[config.mk]
export PLATFORM = sky130hd
export DESIGN_NAME = serial_mag_cmp_ctrl_flat
export DESIGN_NICKNAME = d
export VERILOG_FILES = /design/src/rtl/serial_mag_cmp_pkg.sv /design/src/rtl/serial_mag_cmp_if.sv /design/src/rtl/serial_mag_cmp_ctrl_cmp_1bit.sv /design/src/rtl/serial_mag_cmp_ctrl.sv /design/src/flat_wrapper.sv
export SDC_FILE = /design/constraint.sdc
export NUM_CORES = 1
export LEC_CHECK = 0
export CAP_MARGIN = 30
export CORE_ASPECT_RATIO = 1.1
export CORE_MARGIN = 2
export CORE_UTILIZATION = 38
export CTS_CLUSTER_SIZE = 10
export DETAILED_ROUTE_END_ITERATION = 8
export HOLD_SLACK_MARGIN = 0.05
export PLACE_DENSITY = 0.72
export SETUP_SLACK_MARGIN = 0.15
export SLEW_MARGIN = 20
export SYNTH_ARGS = -nofsm -noshare
export SYNTH_HDL_FRONTEND = slang
export SYNTH_SLANG_ARGS = --single-unit
[constraint.sdc]
create_clock -name clk -period 1.5 [get_ports clk]
set_input_delay 0.15 -clock clk [delete_from_list [all_inputs] [get_ports clk]]
set_output_delay 0.15 -clock clk [all_outputs]
set_load 0.02 [all_outputs]
[src/rtl/serial_mag_cmp_pkg.sv]
// Shared types and sizing helpers for the bit-serial magnitude comparator.
package serial_mag_cmp_pkg;

   localparam int unsigned DEF_WIDTH = 8;

   typedef enum logic [1:0] {
      IDLE = 2'd0,
      CMP  = 2'd1,
      DONE = 2'd2
   } state_e;

   // One-hot comparison result as held in the flag register.
   typedef struct packed {
      logic gt;
      logic eq;
      logic lt;
   } cmp_res_t;

   // Bit-counter width; $clog2(1) is 0, so clamp to a single bit.
   function automatic int unsigned cnt_width(input int unsigned width);
      return (width <= 1) ? 1 : $clog2(width);
   endfunction

endpackage

[src/rtl/serial_mag_cmp_if.sv]
// Start/ready request channel plus done-qualified one-hot result.
interface serial_mag_cmp_if
   import serial_mag_cmp_pkg::*;
#(
   parameter int unsigned WIDTH = DEF_WIDTH
) ();

   logic             start;
   logic [WIDTH-1:0] a;
   logic [WIDTH-1:0] b;
   logic             ready;
   logic             done;
   logic             a_great_b;
   logic             a_equal_b;
   logic             a_less_b;

   modport master (
      output start, a, b,
      input  ready, done, a_great_b, a_equal_b, a_less_b
   );

   modport slave (
      input  start, a, b,
      output ready, done, a_great_b, a_equal_b, a_less_b
   );

endinterface

[src/rtl/serial_mag_cmp_ctrl_cmp_1bit.sv]
// Combinational single-bit comparator with one-hot gt/eq/lt outputs.
module cmp_1bit (
   input  logic a,
   input  logic b,
   output logic gt,
   output logic eq,
   output logic lt
);

   assign gt = a & ~b;
   assign lt = ~a & b;
   assign eq = ~(a ^ b);

endmodule

[src/rtl/serial_mag_cmp_ctrl.sv]
// Bit-serial unsigned magnitude comparator: MSB first, one bit per clock,
// early exit on the first differing bit.
module serial_mag_cmp_ctrl
   import serial_mag_cmp_pkg::*;
#(
   parameter int unsigned WIDTH = DEF_WIDTH
) (
   input logic             clk,
   input logic             rst_n,
   serial_mag_cmp_if.slave bus
);

   localparam int unsigned CW = cnt_width(WIDTH);

   state_e           state, state_nx;
   logic [WIDTH-1:0] sa, sa_nx;
   logic [WIDTH-1:0] sb, sb_nx;
   logic [CW-1:0]    cnt, cnt_nx;
   cmp_res_t         res, res_nx;
   logic             ready_q;
   logic             done_q;
   logic             c_gt, c_eq, c_lt;

   cmp_1bit u_cmp (
      .a  (sa[WIDTH-1]),
      .b  (sb[WIDTH-1]),
      .gt (c_gt),
      .eq (c_eq),
      .lt (c_lt)
   );

   // State and datapath registers; ready/done are decoded from the next state
   // so they are flops aligned with the state they describe.
   always_ff @(posedge clk) begin
      if (!rst_n) begin
         state   <= IDLE;
         sa      <= '0;
         sb      <= '0;
         cnt     <= '0;
         res     <= '0;
         ready_q <= 1'b1;
         done_q  <= 1'b0;
      end else begin
         state   <= state_nx;
         sa      <= sa_nx;
         sb      <= sb_nx;
         cnt     <= cnt_nx;
         res     <= res_nx;
         ready_q <= (state_nx == IDLE);
         done_q  <= (state_nx == DONE);
      end
   end

   // Next-state and datapath update.
   always_comb begin
      state_nx = state;
      sa_nx    = sa;
      sb_nx    = sb;
      cnt_nx   = cnt;
      res_nx   = res;
      case (state)
         IDLE: begin
            if (bus.start) begin
               sa_nx    = bus.a;
               sb_nx    = bus.b;
               cnt_nx   = CW'(WIDTH - 1);
               state_nx = CMP;
            end
         end
         CMP: begin
            // A differing bit or the last bit both decide; the comparator is
            // already one-hot, so its outputs are the result in either case.
            if (!c_eq || (cnt == '0)) begin
               res_nx.gt = c_gt;
               res_nx.eq = c_eq;
               res_nx.lt = c_lt;
               state_nx  = DONE;
            end else begin
               sa_nx  = sa << 1;
               sb_nx  = sb << 1;
               cnt_nx = cnt - CW'(1);
            end
         end
         DONE: begin
            state_nx = IDLE;
         end
         default: begin
            state_nx = IDLE;
         end
      endcase
   end

   assign bus.ready     = ready_q;
   assign bus.done      = done_q;
   assign bus.a_great_b = res.gt;
   assign bus.a_equal_b = res.eq;
   assign bus.a_less_b  = res.lt;

endmodule

[src/flat_wrapper.sv]
// flat-port wrapper written by rule: the top's interface ports become plain ports
module serial_mag_cmp_ctrl_flat import serial_mag_cmp_pkg::*;
#(
   parameter int unsigned WIDTH = DEF_WIDTH
)
  (clk, rst_n, bus_start, bus_a, bus_b, bus_ready, bus_done, bus_a_great_b, bus_a_equal_b, bus_a_less_b);
  serial_mag_cmp_if #(.WIDTH(WIDTH)) bus_i ();
  input logic clk;
  input logic rst_n;
  input wire logic [$bits(bus_i.start)-1:0] bus_start;
  input wire logic [$bits(bus_i.a)-1:0] bus_a;
  input wire logic [$bits(bus_i.b)-1:0] bus_b;
  output wire logic [$bits(bus_i.ready)-1:0] bus_ready;
  output wire logic [$bits(bus_i.done)-1:0] bus_done;
  output wire logic [$bits(bus_i.a_great_b)-1:0] bus_a_great_b;
  output wire logic [$bits(bus_i.a_equal_b)-1:0] bus_a_equal_b;
  output wire logic [$bits(bus_i.a_less_b)-1:0] bus_a_less_b;
  assign bus_i.start = bus_start;
  assign bus_i.a = bus_a;
  assign bus_i.b = bus_b;
  assign bus_ready = bus_i.ready;
  assign bus_done = bus_i.done;
  assign bus_a_great_b = bus_i.a_great_b;
  assign bus_a_equal_b = bus_i.a_equal_b;
  assign bus_a_less_b = bus_i.a_less_b;
  serial_mag_cmp_ctrl #(.WIDTH(WIDTH)) u_core (.clk(clk), .rst_n(rst_n), .bus(bus_i));
endmodule
==> flow_summary.yaml <==
global_routing:
  grt_pass1_vias: 988
  grt_max_degree: 20
  antenna_found_initial: 0
  grtUsageTotal: 0.161
  grt_pass1_wl_mm: 4.56
  overflow: 0
synth:
  synth_area_leaders: "dfxtp_1, mux2i_1, a211oi_2, nor3_1, a211oi_1"
  synth_common_cells: "dfxtp_1, nor3_1, mux2i_1, a211oi_1, a211oi_2"
  avgSynthCellArea_sq_um: 10.0
  netlist_area_sq_um: 1210
  yosysMostFrequentCell: "dfxtp_1"
  synth_cell_type_count: 23
  yosys_warnings: 0
  synth-edff-count: 0
  async_flop_share: 0
  synth.yosys.seq_area_share: 0.430
  synth_top_area_share: 0.430
  synthFlopType: "dfxtp_1"
  syn_nets: 144
  ys_ff_latch: 26
  synthCells: 121
  yosys.area.top_type: "dfxtp_1"
pwr:
  p_comb_frac: 0.371
  p_seq_frac: 0.442
  ir_worst_vdd_uv: 799
  powerDensity_nw_per_um2: 1130
  swShare: 0.314
  pwr-share-clk: 0.187
  intPower_mw: 1.31
  p_leak_nw: 0.653
  switching_power_mw: 0.600
floorplan:
  die_area_sq_um: 3660
  row_count: 21
  start_util: 0.397
  io_pins: 24
  die_y_um: 63.2
  die_w_um: 57.8
  core_area_sq_um: 3050
critical_path:
  crit_fanout: 11
  startpoint: "u_core.cnt[1]"
  cp-end-kind: "flop"
  critical_path_class: "reg -> reg"
  r2r_start: "u_core.cnt[1]"
  crit_arrival_ns: 1.80
  required_ns: 1.76
  start_kind: "flop"
hold_path:
  hold_class: "in -> reg"
  min_from: "bus_b[0]"
timing:
  min_period_ns: 1.55
  worst_slew_pin_slew_ns: 0.266
  setup_viol: 9
  final_max_slew_viol_count: 0
  timing.fmax_mhz: 647
  setup_ws_ns: -0.0452
  min_period_over_period: 1.03
  grt_setup_unrepaired: "true"
  fin_skew_ns: 0.00239
  hold_violations: 0
  slew_headroom: 0.823
cts:
  clk_latency_ns: 0.32
  clockBufferDepth: 2
  cts_tree: "done"
  cts_buffers: 3
  cts_root_buf: "clkbuf_4"
  cts.sinks: 26
  cts_htree_levels: 1
  path_clk_slew_ns: 0.14
  cts_hold_buf: 0
routing:
  drc: 0
  via_per_inst: 5.25
  drt-initial-drc-count: 14
  vias: 997
  wire_per_inst_um: 14.3
  routed_wirelength_mm: 2.71
  firstDrtPassIters: 4
  ant_nets: 0
run_status:
  status: "finished with violations"
  violations: "negative setup slack"
cells_and_area:
  drive_above_1_share: 0.321
  antenna_cells: 0
  fin_area_sq_um: 1690
  finalNetCount: 180
  syn2layout_area_growth_pct: 39.8
place:
  dpl_cell_area_sq_um: 1590
  numPortBuffers: 23
  pre_cts_slack_ns: -0.0378
  dp_hpwl_mm: 1.96
  gp_congestion: 0.778
run:
  drv_cap: 0
-- power groups by stage --
stage	clock (mW)	sequential [mW]	combinational, mW
floorplan	0	0.860	0.427
global placement	0	0.855	0.617
detailed placement	0	0.859	0.639
CTS	0.361	0.844	0.666
global route	0.393	0.855	0.786
finish	0.357	0.843	0.709
-- sequential cells by signal, summed over array words and instances (netlist names) --
register              cells
u_core.bus.a_equal_b      1
u_core.bus.a_great_b      1
u_core.bus.a_less_b       1
u_core.bus.done           1
u_core.bus.ready          1
u_core.cnt                3
u_core.sa                 8
u_core.sb                 8
u_core.state              2
-- critical path, cell delays in order (launching register included) --
cell	delay, ns
dfxtp_2	0.35
inv_2	0.06
ha_4	0.14
ha_4	0.12
and4bb_4	0.20
or2_4	0.25
buf_12	0.15
a211oi_2	0.20
-- through the flow --
stage	std cells	setup TNS, ns	hold slack, ns	total power, mW	utilization
after detailed placement	184	-0.322	0.449	1.50	0.521
after global placement	184	0	0.435	1.47	0.521
after global routing	190	-1.25	0.369	2.03	0.555
after floorplan	121	-0.226	0.272	1.29	-
final	190	-0.159	0.364	1.91	0.555
after CTS	188	-0.268	0.364	1.87	0.541
-- cells by family after synthesis --
| family | after synthesis | synth area share |
|---|---|---|
| AOI/OAI and AO/OA | 25 | 0.171 |
| adders and majority gates | 4 | 0.0413 |
| buffers and inverters | 16 | 0.0785 |
| DFF | 26 | 0.430 |
| muxes | 14 | 0.116 |
| and+or+nand+nor | 36 | 0.163 |
-- cell type report --
type	count	area, sq um
flip-flops and latches	26	523
fillers	271	1360
repair buffers	41	380
clock buffers	4	36.3
well taps	34	42.5
inverters	6	22.5
multi-input cells	79	688
-- worst paths after layout --
path / cells after the start / end / slack (ns)
min reg2reg: 2 / u_core.sb[0] / 0.46
min: 3 / u_core.sb[0] / 0.36
max: 7 / u_core.sa[2] / -0.05
max reg2reg: 7 / u_core.sa[2] / -0.05
-- layer usage --
| layer | up-vias | track usage | wire length, um |
|---|---|---|---|
| met3 | 4 | 0.0185 | 52 |
| met5 | - | 0 | 0 |
| li1 | 509 | - | - |
| met2 | 16 | 0.276 | 1410 |
| met4 | 0 | 0.0872 | 68 |
| met1 | 468 | 0.193 | 1180 |
-- what timing repair did --
item / in CTS / in global routing
resized for setup: 13 / 7
setup endpoints to repair: 27 / 22
pin swaps: 1 / 6
cloned: 0 / 1
buffers inserted: 0 / 1
-- cells in the final DEF, fill, tap and decap left out, types with 2 or more instances in the layout --
cell type         n
nand3_1           4
nor3_1           17
nor2_1            2
clkdlybuf4s50_1  18
ha_4              3
buf_6             3
mux2i_1          14
nand2_1           2
dlygate4sd2_1     5
dfxtp_1          24
inv_1             3
dfxtp_2           2
a211oi_2         14
a211oi_1          3
buf_4            13
clkbuf_4          3
o21ai_1           2
nand2b_1          2
nor3_2            2
a21oi_1           3
o21ai_0           3
inv_2             3
Power figures use the tool's default switching activity.
